<file path="src/rtl/cpu_test_sequencer.sv">
// Drives one self-checking test program on the rv32is core: holds the core in reset,
// runs it until the end-of-test magic word or a cycle limit, then grades the result register.
module cpu_test_sequencer #(
   parameter int          MAXCYCLES  = 10000,
   parameter int          CNT_W      = 16,
   parameter int          RST_CYCLES = 1,
   parameter logic [31:0] MAGIC_END  = 32'hdead10cc,
   parameter logic [31:0] PASS_VAL   = 32'h00c0ffee,
   parameter logic [31:0] FAIL_VAL   = 32'hdeaddead,
   parameter logic [4:0]  RESULT_REG = 5'd10
) (
   input  logic             clock,
   input  logic             reset,
   input  logic             start,
   input  logic             abort,
   input  logic [31:0]      imem_data,
   input  logic [31:0]      dbg_regdata,
   output logic             cpu_reset,
   output logic [4:0]       dbg_regsel,
   output logic             busy,
   output logic             done,
   output logic [1:0]       status,
   output logic [CNT_W-1:0] cycles
);

   localparam int HOLD_W = (RST_CYCLES < 2) ? 1 : $clog2(RST_CYCLES + 1);
   localparam logic [HOLD_W-1:0] HOLD_INIT = HOLD_W'(RST_CYCLES);
   localparam logic [CNT_W-1:0]  CYC_LAST  = CNT_W'(MAXCYCLES - 1);
   localparam logic [CNT_W-1:0]  CYC_MAX   = CNT_W'(MAXCYCLES);

   typedef enum logic [2:0] {
      S_IDLE, S_HOLD, S_RUN, S_SEL, S_SAMPLE, S_DONE
   } state_t;

   typedef enum logic [1:0] {
      ST_PASS = 2'd0, ST_FAIL = 2'd1, ST_UNKNOWN = 2'd2, ST_TIMEOUT = 2'd3
   } status_t;

   state_t            state_q, state_d;
   logic [HOLD_W-1:0] hold_q, hold_d;
   logic              cpu_reset_d, busy_d, done_d;
   logic [4:0]        regsel_d;
   logic [1:0]        status_d;
   logic [CNT_W-1:0]  cycles_d;
   logic              in_run;

   assign in_run = (state_q == S_HOLD) || (state_q == S_RUN) ||
                   (state_q == S_SEL)  || (state_q == S_SAMPLE);

   always_comb begin
      // NOTE: every output of this block gets a default first, so no path leaves one unassigned (no latches).
      state_d     = state_q;
      hold_d      = hold_q;
      cpu_reset_d = cpu_reset;
      regsel_d    = dbg_regsel;
      busy_d      = busy;
      done_d      = done;
      status_d    = status;
      cycles_d    = cycles;

      case (state_q)
         S_IDLE, S_DONE: begin
            if (start && !abort) begin
               state_d     = S_HOLD;
               hold_d      = HOLD_INIT;
               cpu_reset_d = 1'b1;
               busy_d      = 1'b1;
               done_d      = 1'b0;
               status_d    = ST_PASS;
               cycles_d    = '0;
            end
         end
         S_HOLD: begin
            if (hold_q == HOLD_W'(1)) begin
               state_d     = S_RUN;
               cpu_reset_d = 1'b0;
            end else begin
               hold_d = hold_q - HOLD_W'(1);
            end
         end
         S_RUN: begin
            // The magic word wins over the timeout when both land on the same cycle.
            if (imem_data == MAGIC_END) begin
               state_d     = S_SEL;
               regsel_d    = RESULT_REG;
               cpu_reset_d = 1'b1;
            end else if (cycles == CYC_LAST) begin
               state_d     = S_DONE;
               status_d    = ST_TIMEOUT;
               cycles_d    = CYC_MAX;
               cpu_reset_d = 1'b1;
               busy_d      = 1'b0;
               done_d      = 1'b1;
            end else begin
               cycles_d = cycles + CNT_W'(1);
            end
         end
         S_SEL: begin
            // Core is frozen; the debug read of the result register settles during this cycle.
            state_d = S_SAMPLE;
         end
         S_SAMPLE: begin
            state_d = S_DONE;
            busy_d  = 1'b0;
            done_d  = 1'b1;
            if (dbg_regdata == PASS_VAL)      status_d = ST_PASS;
            else if (dbg_regdata == FAIL_VAL) status_d = ST_FAIL;
            else                              status_d = ST_UNKNOWN;
         end
         default: state_d = S_IDLE;
      endcase

      if (abort && in_run) begin
         state_d     = S_IDLE;
         hold_d      = hold_q;
         cpu_reset_d = 1'b1;
         busy_d      = 1'b0;
         done_d      = 1'b0;
         status_d    = status;
         cycles_d    = cycles;
         regsel_d    = dbg_regsel;
      end
   end

   always_ff @(posedge clock or negedge reset) begin
      if (!reset) begin
         state_q    <= S_IDLE;
         hold_q     <= '0;
         cpu_reset  <= 1'b1;
         dbg_regsel <= '0;
         busy       <= 1'b0;
         done       <= 1'b0;
         status     <= ST_PASS;
         cycles     <= '0;
      end else begin
         // NOTE: non-blocking assignments so every register samples pre-edge values.
         state_q    <= state_d;
         hold_q     <= hold_d;
         cpu_reset  <= cpu_reset_d;
         dbg_regsel <= regsel_d;
         busy       <= busy_d;
         done       <= done_d;
         status     <= status_d;
         cycles     <= cycles_d;
      end
   end

endmodule

</file>
<file path="config.mk">
export PLATFORM = sky130hd
export DESIGN_NAME = cpu_test_sequencer
export DESIGN_NICKNAME = d
export VERILOG_FILES = /design/src/rtl/cpu_test_sequencer.sv
export SDC_FILE = /design/constraint.sdc
export NUM_CORES = 1
export LEC_CHECK = 0
export CELL_PAD_IN_SITES_DETAIL_PLACEMENT = 1
export CELL_PAD_IN_SITES_GLOBAL_PLACEMENT = 1
export CORE_MARGIN = 5
export CORE_UTILIZATION = 29
export DETAILED_ROUTE_END_ITERATION = 16
export HOLD_SLACK_MARGIN = 0.15
export PLACE_DENSITY = 0.89
export SKIP_CTS_REPAIR_TIMING = 1
export SYNTH_ARGS = -nofsm -noshare
export SYNTH_HDL_FRONTEND = slang
export SYNTH_SLANG_ARGS = --single-unit
</file>
<file path="constraint.sdc">
create_clock -name clock -period 3 [get_ports clock]
set_clock_uncertainty 0.15 [all_clocks]
set_input_delay 0.45 -clock clock [delete_from_list [all_inputs] [get_ports clock]]
set_output_delay 0.45 -clock clock [all_outputs]
set_load 0.005 [all_outputs]
</file>
* Word-level counts from Yosys, hierarchy flattened
Cells that the tools add are included.
** Cells by class
- Add/subtract/negate cells :: 2
- $mul :: 0
- Divide/modulo/power cells :: 0
- Magnitude comparators :: 0
- Eq/ne operators :: 17
- Shifts and indexed selects :: 0
- Mux-type cells :: 32
- Bitwise operators :: 1
- Reduce and logical (&&, ||, !) cells :: 20
** Operator list (count)
- == test 32 bit (second input constant) :: 2
- two-way mux 16 bit :: 3
- == test 32 x 24 -> 1 bit (second input constant) :: 1
- case mux 16 bit (2 select lines) :: 1
- adder 16 x 1 -> 16 bit (second input constant) :: 1
- == test 16 x 14 -> 1 bit (second input constant) :: 1
- two-way mux 3 bit :: 5
- case mux 3 bit (5 select lines) :: 1
- two-way mux 1 bit :: 12
- AND reduction 4 bit :: 3
- two-way mux 2 bit :: 5
- case mux 1 bit (3 select lines) :: 3
- AND reduction 3 bit :: 3
- nonzero test 4 bit :: 2
- == test 3 x 2 -> 1 bit (second input constant) :: 2
- == test 3 bit (second input constant) :: 2
- != test 3 x 2 -> 1 bit (second input constant) :: 2
- case mux 2 bit (3 select lines) :: 1
- AND reduction 5 bit :: 1
- != test 2 bit (second input constant) :: 2
- != test 4 x 1 -> 1 bit (second input constant) :: 1
- nonzero test 2 bit :: 2
- == test 3 x 1 -> 1 bit (second input constant) :: 1
- zero test 3 bit :: 1
- other kinds (11) :: 14
** Storage, ports and cells
- Register bits after elaboration :: 26
- Bits in latches :: 0
- RAM bits :: 0
- Memory bits (read-only) :: 0
- Input bits :: 68
- Output and inout bits :: 26
- Logic and storage cells :: 80
- Memories kept :: 0

* Longest topological paths before layout
Gate-level depths: netlist of the first run.
- Depth after elaboration :: 7
- Mapped depth :: 7
- Gate-level depth less buffers :: 6

* Worst setup path after synthesis of the first run
OpenSTA, ideal clock, no wires.
- Path kind :: reg-to-reg
- From :: register cycles[4]
- To :: register status[1]
- Setup time :: 0.128 ns
- Arrival :: 2.023 ns
- Data required time :: 2.722 ns
- Setup slack :: 0.699 ns
- Cell stages (with the launch flop) :: 7
- Path buffers :: 1
- Period minus slack after synthesis :: 2.301 ns
- Path through :: dfrtp_1 > buf_6 > or4_4 > nor4_4 > a21oi_2 > nor4b_4 > mux2_1
** Between the ends
- Longest elaborated chain between the ends :: 3
** RTL lines
- from (decl) :: line 23 : output logic [CNT_W-1:0] cycles
- from (signal assigned) :: line 144 : cycles <= cycles_d;
- == test 16 x 14 -> 1 bit :: line 87 : end else if (cycles == CYC_LAST) begin
- != test 2 x 1 -> 1 bit (no line)
- AND reduction 5 bit (no line)
- to (signal assigned) :: line 143 : status <= status_d;
- to (decl) :: line 22 : output logic [1:0] status,
Every way passes these cells.
A chain may end at the register's enable or synchronous reset.

* Worst setup path after layout of the first run
- From :: register cycles[0]
- To :: register status[1]
Same word-level chain as after synthesis.

==> out/metrics.csv, run 1 <==
metric,value,unit
netlist_instances,210,
dr.pass1.iters,4,
antenna_found_initial,0,
hpwlAfterDp,5250,microns
slowest_delay,500,ps
synth-xor-area-share,0.940,%
synth_area_leaders,"dfrtp_1 (34%), nand3_1 (3.8%), nor4bb_1 (3.8%)",
synth_compound_area_share,21.3,%
die_h,90.2,microns
n_fill_cell,767,
crit_chain,ha_1 > nand3_1 > nor4_4 > a21oi_2 > nor4b_4 > mux2_1,
slowest_stage,nor4_4,
drtIter0Drc,100,
yosys.cell_types.count,58,
power_frac_seq,32.9,%
crit_path_start_kind,flop,
swShare,36.7,%
cts.clk_slew.worst_paths,90,ps
period_minus_slack,2580,ps
hp-class,reg -> reg,
num_rows,29,
overflow,0,
p_int,0.929,mW
antenna_cells,0,
async_flop_share,100,%
pwr-share-comb,51.5,%
htreeDepth,1,
critPathArrivalTime,2590,ps
multi_input_area,1120,sq um
grt_max_degree,27,
routed_via_density,5.61,
slew-limit-headroom,51.2,%
synth.most_common_cell,dfrtp_1,
cp.required,3010,ps
synth_warnings,0,
clk_latency,270,ps
die_area,8130,sq um
slew_viol_final,0,
synth.top_cell.area_share,33.6,%
cts_sinks,26,
worst-slew-pin-transition,727,ps
clockBufferDepth,2,
power.density,507,nW/um^2
die_w,90.2,microns
drc_errors,0,
place.gp.congestion,0.815,
cts_tree,yes,
rsz0062_at_grt,no,
routed_wl,6460,microns
finalSetupViolations,0,
ioPinCount,94,
switchingPower,0.539,mW
vias,2110,
synth_edf_count,0,
netlist_area,1860,sq um
synthAdderAreaFrac,0.671,%
drive_above_1_share,7.02,%
synthTopCellsByCount,"dfrtp_1 (25), nor2_1 (17), nand3_1 (14)",
synth_ff_type,dfrtp_1,
synthSimpleGateAreaFrac,32.5,%
cts_buffers,3,
syn2layout_area_growth,55.4,%
pwr-share-clk,15.5,%
synth-seq-cells,26,
grt_pass1_wl,10700,microns
start_util,29.5,%
hold_violations,0,
final.setup.tns,0,ps
critPathMaxFanout,7,
status,finished clean,
yosysTopAreaCell,dfrtp_1,
cap_viol_max_count,0,
detail-route-antenna-nets,0,
syn_area_per_cell,8.88,sq um
max_freq,387,MHz
end_kind,flop,
core,6310,sq um
grt_pass1_vias,2263,
power_leakage,1.13,nW
nNetsFinal,369,
grt_use_total,15.3,%
portBuffers,90,
post_drt_wl_per_cell,17.2,microns
ir_worst_vdd,0.297,mV
muxShareOfSynthArea,3.89,%
period_share,86.1,%
yosysSeqAreaShare,35.0,%
regArea,652,sq um
cts-root-buf,clkbuf_8,
synth_top_family_by_area,simple AND/OR/NAND/NOR gates,
critPathKind,reg -> reg,
final_core_util,45.9,%
==> stage by stage <==
step / total power [mW] / cell area, sq um / instances / setup slack, ps / hold WS, ps
after floorplan: 0.918 / 1870 / 212 / 699 / 4.41
after global placement: 1.21 / 2840 / 372 / 308 / 291
after detailed placement: 1.25 / 2840 / 372 / 221 / 312
after CTS: 1.48 / 2900 / 376 / 406 / 334
after global routing: 1.57 / 2900 / 376 / 297 / 344
final: 1.47 / 2900 / 376 / 416 / 324
==> cells in the final DEF, fill, tap and decap left out, types with 3 or more instances in the layout <==
master	n
mux2i_1	5
clkdlybuf4s50_1	90
nand4b_1	4
nor3_1	6
o2bb2ai_1	4
nor2_1	17
conb_1	3
nand2b_1	3
a32o_1	3
nand2_1	12
inv_1	8
o22ai_1	5
nor4_1	4
o211ai_1	3
nor4bb_1	7
buf_4	6
a21oi_1	6
nand3_1	14
o21ai_0	9
clkbuf_8	4
nor4b_1	3
dfrtp_1	25
a21o_1	5
a22oi_1	4
and3_1	4
nand4_1	10
==> power by group through the flow <==
stage / logic (mW) / clock network (mW) / registers (mW)
after floorplan: 0.434 / 0 / 0.484
after global placement: 0.726 / 0 / 0.484
after detailed placement: 0.754 / 0 / 0.492
after CTS: 0.759 / 0.234 / 0.485
after global routing: 0.824 / 0.252 / 0.496
final: 0.756 / 0.228 / 0.484
==> logic make-up (layout without fill, tap and decap cells) <==
group,count (synthesis),count (layout)
xor+xnor,2,2
flops,26,26
fa+ha+maj,1,1
other cells,1,3
compound gates,55,55
simple gates,97,97
buf+inv,21,108
mux,7,7
==> path summary, 6_finish.rpt <==
check / from / end / slack (ps) / cells after the start
hold reg to reg: hold_q$_DFFE_PN0P_ / hold_q$_DFFE_PN0P_ / 320 / 1
hold / removal: hold_q$_DFFE_PN0P_ / hold_q$_DFFE_PN0P_ / 320 / 1
setup reg to reg: cycles[0]$_DFFE_PN0P_ / status[1]$_DFFE_PN0P_ / 420 / 6
min in group asynchronous: reset / cycles[3]$_DFFE_PN0P_ / 390 / 2
setup / recovery: cycles[0]$_DFFE_PN0P_ / status[1]$_DFFE_PN0P_ / 420 / 6
max in group asynchronous: reset / cpu_reset$_DFFE_PN1P_ / 2010 / 2
==> flip-flops by register name, indices dropped and copies added (netlist names) <==
register and count:
cycles 16, state_q 3, status 2, busy 1, cpu_reset 1, dbg_regsel 1, done 1, hold_q 1
==> critical path, delay by kind of cell (launching register included) <==
kind	cells	cell delay, ps
AO/OA/AOI/OAI	1	220
AND/OR/NAND/NOR	3	1050
adder cells (fa/ha/maj)	1	250
multiplexers	1	350
flip-flops	1	450
==> routing by layer <==
layer	global-route usage [%]	part of all wire (%)	vias to the layer above
met2	28.4	54	85
li1	-	-	982
met5	0	0	-
met3	2.00	6.4	6
met1	18.4	38	1037
met4	4.22	1.1	0
==> area by class of cell <==
type	instances	share of cell area (%)
Inverter	8	1.04
Clock buffer	4	1.90
Tap cell	77	3.33
Timing Repair Buffer	96	32.7
Multi-Input combinational cell	165	38.6
Sequential cell	26	22.5
Power figures use the tool's default switching activity.
==> run 2, diff against run 1 <==
- CAP_MARGIN: not set -> 20
==> results of run 2 <==
Final layout, timing and power as in run 1 (identical DEF).
